**src/rtl/svc_ice40_pll_ctrl_pkg.sv**
```systemverilog
// Shared types and constants for the iCE40 PLL sequencer.
package svc_ice40_pll_ctrl_pkg;

    typedef enum logic [2:0] {
        RESET     = 3'd0,
        WAIT_LOCK = 3'd1,
        SETTLE    = 3'd2,
        RUN       = 3'd3,
        FAIL      = 3'd4
    } state_t;

    localparam int RETRY_W = 8;
    localparam int LOL_W   = 16;

    // Saturating increment for the retry counter.
    function automatic logic [RETRY_W-1:0] retry_inc(input logic [RETRY_W-1:0] v);
        logic [RETRY_W-1:0] r;
        if (v == {RETRY_W{1'b1}}) begin
            r = v;
        end else begin
            r = v + {{(RETRY_W-1){1'b0}}, 1'b1};
        end
        return r;
    endfunction

    // Saturating increment for the lock-loss event counter.
    function automatic logic [LOL_W-1:0] lol_inc(input logic [LOL_W-1:0] v);
        logic [LOL_W-1:0] r;
        if (v == {LOL_W{1'b1}}) begin
            r = v;
        end else begin
            r = v + {{(LOL_W-1){1'b0}}, 1'b1};
        end
        return r;
    endfunction

endpackage

```
**src/rtl/svc_sync_2ff.sv**
```systemverilog
// Two-flop synchronizer, async active-low reset to 0.
module svc_sync_2ff #(
    parameter int WIDTH = 1
) (
    input  logic             clk_i,
    input  logic             rst_ni,
    input  logic [WIDTH-1:0] d_i,
    output logic [WIDTH-1:0] q_o
);

    logic [WIDTH-1:0] meta_r;

    // Capture the asynchronous input and pass it through a second stage.
    always_ff @(posedge clk_i or negedge rst_ni) begin
        if (!rst_ni) begin
            meta_r <= {WIDTH{1'b0}};
            q_o    <= {WIDTH{1'b0}};
        end else begin
            meta_r <= d_i;
            q_o    <= meta_r;
        end
    end

endmodule

```
**src/rtl/svc_ice40_pll_ctrl.sv**
```systemverilog
// Sequencer for an iCE40 SB_PLL40: drives RESETB, watches LOCK, releases the
// downstream reset once lock is stable, retries on timeout, flags failure.
// Optional feature macro: SVC_ICE40_PLL_CTRL_STATS_EN adds lol_count_o, a
// saturating count of RUN->RESET lock-loss events.
module svc_ice40_pll_ctrl
    import svc_ice40_pll_ctrl_pkg::*;
#(
    parameter int RST_CYCLES    = 16,
    parameter int LOCK_TIMEOUT  = 4096,
    parameter int SETTLE_CYCLES = 1024,
    parameter int GLITCH_CYCLES = 4,
    parameter int MAX_RETRIES   = 3
) (
    input  logic               clk_i,
    input  logic               rst_ni,
    input  logic               pll_lock_i,
    output logic               pll_resetb_o,
    output logic               ready_o,
    output logic               rst_out_no,
    output logic               fail_o,
`ifdef SVC_ICE40_PLL_CTRL_STATS_EN
    output logic [LOL_W-1:0]   lol_count_o,
`endif
    output logic [RETRY_W-1:0] retries_o
);

    localparam int RST_W = $clog2(RST_CYCLES + 1);
    localparam int TO_W  = $clog2(LOCK_TIMEOUT + 1);
    localparam int SET_W = $clog2(SETTLE_CYCLES + 1);
    localparam int GL_W  = $clog2(GLITCH_CYCLES + 1);

    localparam logic [RST_W-1:0] RST_LAST = RST_W'(RST_CYCLES - 1);
    localparam logic [TO_W-1:0]  TO_LAST  = TO_W'(LOCK_TIMEOUT - 1);
    localparam logic [SET_W-1:0] SET_LAST = SET_W'(SETTLE_CYCLES - 1);
    localparam logic [GL_W-1:0]  GL_LAST  = GL_W'(GLITCH_CYCLES - 1);

    logic               lock_s;
    state_t             state_r, state_n;
    logic [RST_W-1:0]   rst_cnt_r, rst_cnt_n;
    logic [TO_W-1:0]    to_cnt_r, to_cnt_n;
    logic [SET_W-1:0]   settle_cnt_r, settle_cnt_n;
    logic [GL_W-1:0]    glitch_cnt_r, glitch_cnt_n;
    logic [RETRY_W-1:0] retries_r, retries_n;

    svc_sync_2ff #(.WIDTH(1)) u_lock_sync (
        .clk_i  (clk_i),
        .rst_ni (rst_ni),
        .d_i    (pll_lock_i),
        .q_o    (lock_s)
    );

    // Next-state and counter update; the WAIT_LOCK cycle that first sees
    // lock_s high already counts as the first of the settle window.
    always_comb begin
        state_n      = state_r;
        rst_cnt_n    = rst_cnt_r;
        to_cnt_n     = to_cnt_r;
        settle_cnt_n = settle_cnt_r;
        glitch_cnt_n = glitch_cnt_r;
        retries_n    = retries_r;
        case (state_r)
            RESET: begin
                if (rst_cnt_r == RST_LAST) begin
                    state_n   = WAIT_LOCK;
                    rst_cnt_n = {RST_W{1'b0}};
                    to_cnt_n  = {TO_W{1'b0}};
                end else begin
                    rst_cnt_n = rst_cnt_r + RST_W'(1);
                end
            end
            WAIT_LOCK: begin
                if (lock_s) begin
                    if (SETTLE_CYCLES <= 1) begin
                        state_n      = RUN;
                        glitch_cnt_n = {GL_W{1'b0}};
                    end else begin
                        state_n      = SETTLE;
                        settle_cnt_n = SET_W'(1);
                    end
                end else if (to_cnt_r == TO_LAST) begin
                    retries_n = retry_inc(retries_r);
                    to_cnt_n  = {TO_W{1'b0}};
                    rst_cnt_n = {RST_W{1'b0}};
                    if ((MAX_RETRIES != 0) && (int'(retries_n) >= MAX_RETRIES)) begin
                        state_n = FAIL;
                    end else begin
                        state_n = RESET;
                    end
                end else begin
                    to_cnt_n = to_cnt_r + TO_W'(1);
                end
            end
            SETTLE: begin
                if (!lock_s) begin
                    state_n  = WAIT_LOCK;
                    to_cnt_n = {TO_W{1'b0}};
                end else if (settle_cnt_r == SET_LAST) begin
                    state_n      = RUN;
                    glitch_cnt_n = {GL_W{1'b0}};
                end else begin
                    settle_cnt_n = settle_cnt_r + SET_W'(1);
                end
            end
            RUN: begin
                if (lock_s) begin
                    glitch_cnt_n = {GL_W{1'b0}};
                end else if (glitch_cnt_r == GL_LAST) begin
                    state_n      = RESET;
                    rst_cnt_n    = {RST_W{1'b0}};
                    glitch_cnt_n = {GL_W{1'b0}};
                end else begin
                    glitch_cnt_n = glitch_cnt_r + GL_W'(1);
                end
            end
            FAIL: begin
                state_n = FAIL;
            end
            default: begin
                state_n = RESET;
            end
        endcase
    end

    // State, counters and registered outputs derived from the next state.
    always_ff @(posedge clk_i or negedge rst_ni) begin
        if (!rst_ni) begin
            state_r      <= RESET;
            rst_cnt_r    <= {RST_W{1'b0}};
            to_cnt_r     <= {TO_W{1'b0}};
            settle_cnt_r <= {SET_W{1'b0}};
            glitch_cnt_r <= {GL_W{1'b0}};
            retries_r    <= {RETRY_W{1'b0}};
            pll_resetb_o <= 1'b0;
            ready_o      <= 1'b0;
            rst_out_no   <= 1'b0;
            fail_o       <= 1'b0;
        end else begin
            state_r      <= state_n;
            rst_cnt_r    <= rst_cnt_n;
            to_cnt_r     <= to_cnt_n;
            settle_cnt_r <= settle_cnt_n;
            glitch_cnt_r <= glitch_cnt_n;
            retries_r    <= retries_n;
            pll_resetb_o <= (state_n == WAIT_LOCK) || (state_n == SETTLE) || (state_n == RUN);
            ready_o      <= (state_n == RUN);
            rst_out_no   <= (state_n == RUN);
            fail_o       <= (state_n == FAIL);
        end
    end

    assign retries_o = retries_r;

`ifdef SVC_ICE40_PLL_CTRL_STATS_EN
    logic             lol_event_s;
    logic [LOL_W-1:0] lol_cnt_r;

    assign lol_event_s = (state_r == RUN) && (state_n == RESET);

    // Count lock-loss re-sequences, saturating.
    always_ff @(posedge clk_i or negedge rst_ni) begin
        if (!rst_ni) begin
            lol_cnt_r <= {LOL_W{1'b0}};
        end else if (lol_event_s) begin
            lol_cnt_r <= lol_inc(lol_cnt_r);
        end else begin
            lol_cnt_r <= lol_cnt_r;
        end
    end

    assign lol_count_o = lol_cnt_r;
`endif

endmodule

```
**config.mk**
```make
export PLATFORM = sky130hd
export DESIGN_NAME = svc_ice40_pll_ctrl
export DESIGN_NICKNAME = d
export VERILOG_FILES = /design/src/rtl/svc_ice40_pll_ctrl_pkg.sv /design/src/rtl/svc_sync_2ff.sv /design/src/rtl/svc_ice40_pll_ctrl.sv
export SDC_FILE = /design/constraint.sdc
export NUM_CORES = 1
export LEC_CHECK = 0
export ABC_AREA = 1
export CAP_MARGIN = 30
export CORE_MARGIN = 10
export CORE_UTILIZATION = 45
export CTS_CLUSTER_SIZE = 8
export DETAILED_ROUTE_END_ITERATION = 10
export HOLD_SLACK_MARGIN = 0.15
export PLACE_DENSITY = 0.68
export SLEW_MARGIN = 20
export SYNTH_ARGS = -nofsm -noshare
export SYNTH_HDL_FRONTEND = slang
export SYNTH_SLANG_ARGS = --single-unit
export TNS_END_PERCENT = 10
```
**constraint.sdc**
```tcl
create_clock -name clk_i -period 5 [get_ports clk_i]
set_clock_uncertainty 0.15 [all_clocks]
set_input_delay 1 -clock clk_i [delete_from_list [all_inputs] [get_ports clk_i]]
set_output_delay 1 -clock clk_i [all_outputs]
set_load 0.01 [all_outputs]
```
==> flow_summary.toml <==
[synthesis]
syn-mean-instance-area_um2 = 8.005
ys_warn_count = 0
ys_seq_area_share_pct = 43.62
synth_edf_count = 0
synth_cells = 344
synth_nets = 352
yosysMostFrequentCell = "nand2_1"
synthesis.area_um2 = 2754
synth_top_cell_by_area = "dfrtp_1"
ys.flop_type = "dfrtp_1"
yosys-top-cells-count = "nand2_1 (79), dfrtp_1 (48), inv_1 (40)"
synth_cell_types = 37
synth-seq-cells = 48
yosys.area.top_type_share_pct = 43.62
synth_area_leaders = "dfrtp_1 (44%), nand2_1 (11%), inv_1 (5.5%)"
synthArstFlopShare_pct = 100.0

[final_layout]
n_antenna_cell = 0
fin_nets = 371
fillers = 558
layout-drive-gt1-share_pct = 10.99
syn_to_final_growth_pct = 11.36

[clock_tree]
cts_resized = 0
clock_latency_ns = 0.31
cts.reportedPaths.clkPinSlew_ns = 0.09
numCtsBuffers = 5
hold_buffers = 0
postCtsSetupRepairBufs = 0
h-tree-depth = 2
cts_tree = "yes"
cts_buffer_depth = 2
cts-root-buf = "clkbuf_8"
clock_sinks = 48

[timing]
min_period_ns = 2.484
tightest_slew_ns = 0.6023
timing.slew.headroom_pct = 59.85
hold_violations = 0
tns_ns = 0
rsz0062_at_grt = "no"
hold_ws_ns = 0.2054
fmax_mhz = 402.6
drv_slew = 0
min_period_over_period_pct = 49.67
setup_viol = 0

[setup_path]
cp-start-kind = "flop"
cp_cell_sequence = "clkdlybuf4s50_1"
cp_max_fo = 6
cp.arrival_ns = 1.33
reg2reg_slack_ns = 2.96
cp_slowest_cell = "clkdlybuf4s50_1"
setup.worst_path.end_class = "primary output"
crit_type = "reg2out"
cp_top_family = "buffers and inverters"
path_buf_inv = 1
required_ns = 3.85
slowest_delay_ns = 0.58

[pwr]
total_power_uw = 979.2
ir_worst_vdd_uv = 160.0
p_per_area_nw_per_um2 = 319.3
leakage_nw = 1.431

[drt]
drt_pass1_iterations = 4
drt_iter0_drc = 63
drc_errors = 0
via_per_inst = 5.071
vias = 2226
routed_wl_mm = 5.314
wire_per_inst_um = 12.10
antenna_left = 0

[floorplanning]
chipHeight_um = 98.23
rows = 28
io-pin-count = 15
design.core.area_um2 = 5921
fp.dieW_um = 98.23
die-area_um2 = 9649
start_util_pct = 46.51

[grt]
antenna_found_initial = 0
grt_max_degree = 49
gr-total-overflow = 0
grt_pass1_vias = 2093
track_usage_pct = 11.26
grt_pass1_wl_mm = 9.446

[min_path]
hp-class = "reg2reg"

[placement]
place_congestion = 0.8343
port_buffers = 14
dp_hpwl_mm = 3.927

[run_status]
outcome = "finished clean"

[job]
cap_violations = 0
metal layers:
metal  vias up  global-route usage [%]  share of wire (%)
li1       1165                       -                  -
met1      1028                   14.74                 51
met2        29                   17.46                 43
met3         4                   3.383                4.7
met4         0                   3.308               0.72
met5         -                       0                  0
power breakdown:
| part | internal, mW | switching, mW | total (mW) |
|---|---|---|---|
| Clock | 0.151 | 0.136 | 0.287 |
| Sequential | 0.430 | 0.0373 | 0.467 |
| Combinational | 0.0781 | 0.147 | 0.225 |
| Total | 0.659 | 0.321 | 0.979 |
worst paths after layout:
| check | startpoint | end | cells after the start |
|---|---|---|---|
| setup reg to reg | rst_cnt_r[0] | to_cnt_r[7] | 10 |
| hold reg to reg | u_lock_sync.meta_r | u_lock_sync.q_o | 0 |
| hold / removal | u_lock_sync.meta_r | u_lock_sync.q_o | 0 |
| min in group asynchronous | rst_ni | to_cnt_r[6] | 2 |
| max in group asynchronous | rst_ni | settle_cnt_r[3] | 2 |
| setup / recovery | retries_o[2] | retries_o[2] | 1 |
stage by stage:
| stage | worst slack [ns] | cells | util, % | instance area, um2 |
|---|---|---|---|---|
| after floorplan | 3.232 | 344 | - | 2754 |
| after global placement | 2.856 | 431 | 49.85 | 2952 |
| after detailed placement | 2.847 | 431 | 49.85 | 2952 |
| after CTS | 2.495 | 439 | 51.80 | 3067 |
| after global routing | 2.439 | 439 | 51.80 | 3067 |
| final | 2.516 | 439 | 51.80 | 3067 |
area by class of cell:
class | instances | area (um2) | area share (%)
Clock buffer | 5 | 68.82 | 2.244
Clock inverter | 3 | 46.29 | 1.510
Inverter | 44 | 180.2 | 5.875
Multi-Input combinational cell | 249 | 1334 | 43.49
Sequential cell | 48 | 1201 | 39.17
Tap cell | 75 | 93.84 | 3.060
Timing Repair Buffer | 15 | 142.6 | 4.651
cells by family (layout without fill, tap and decap cells):
kind of cell	count (synthesis)	after routing	share of synthesized area, %
fa+ha+maj	5	5	2.272
simple gates	187	187	33.35
xor+xnor	8	8	2.544
flops	48	48	43.62
compound gates	49	49	10.27
buf+inv	47	67	7.951
cells in the final DEF, fill, tap and decap left out, drive strengths merged, types with 3 or more instances in the layout:
cell / instances
xor2: 5
clkdlybuf4s50: 13
nor3: 14
o21ai: 28
nand2: 87
inv: 43
dfrtp: 48
a21oi: 13
nand4: 11
nand3: 24
nor2: 42
clkbuf: 5
ha: 5
o21bai: 3
xnor2: 3
o31ai: 3
nor3b: 4
sequential cells by signal, indices dropped and copies added (netlist names):
| signal | count |
|---|---|
| to_cnt_r | 13 |
| settle_cnt_r | 11 |
| retries_o | 8 |
| rst_cnt_r | 5 |
| glitch_cnt_r | 3 |
| state_r | 3 |
| fail_o | 1 |
| pll_resetb_o | 1 |
| rst_out_no | 1 |
| u_lock_sync.meta_r | 1 |
| u_lock_sync.q_o | 1 |
(Power assumes the default switching activity.)
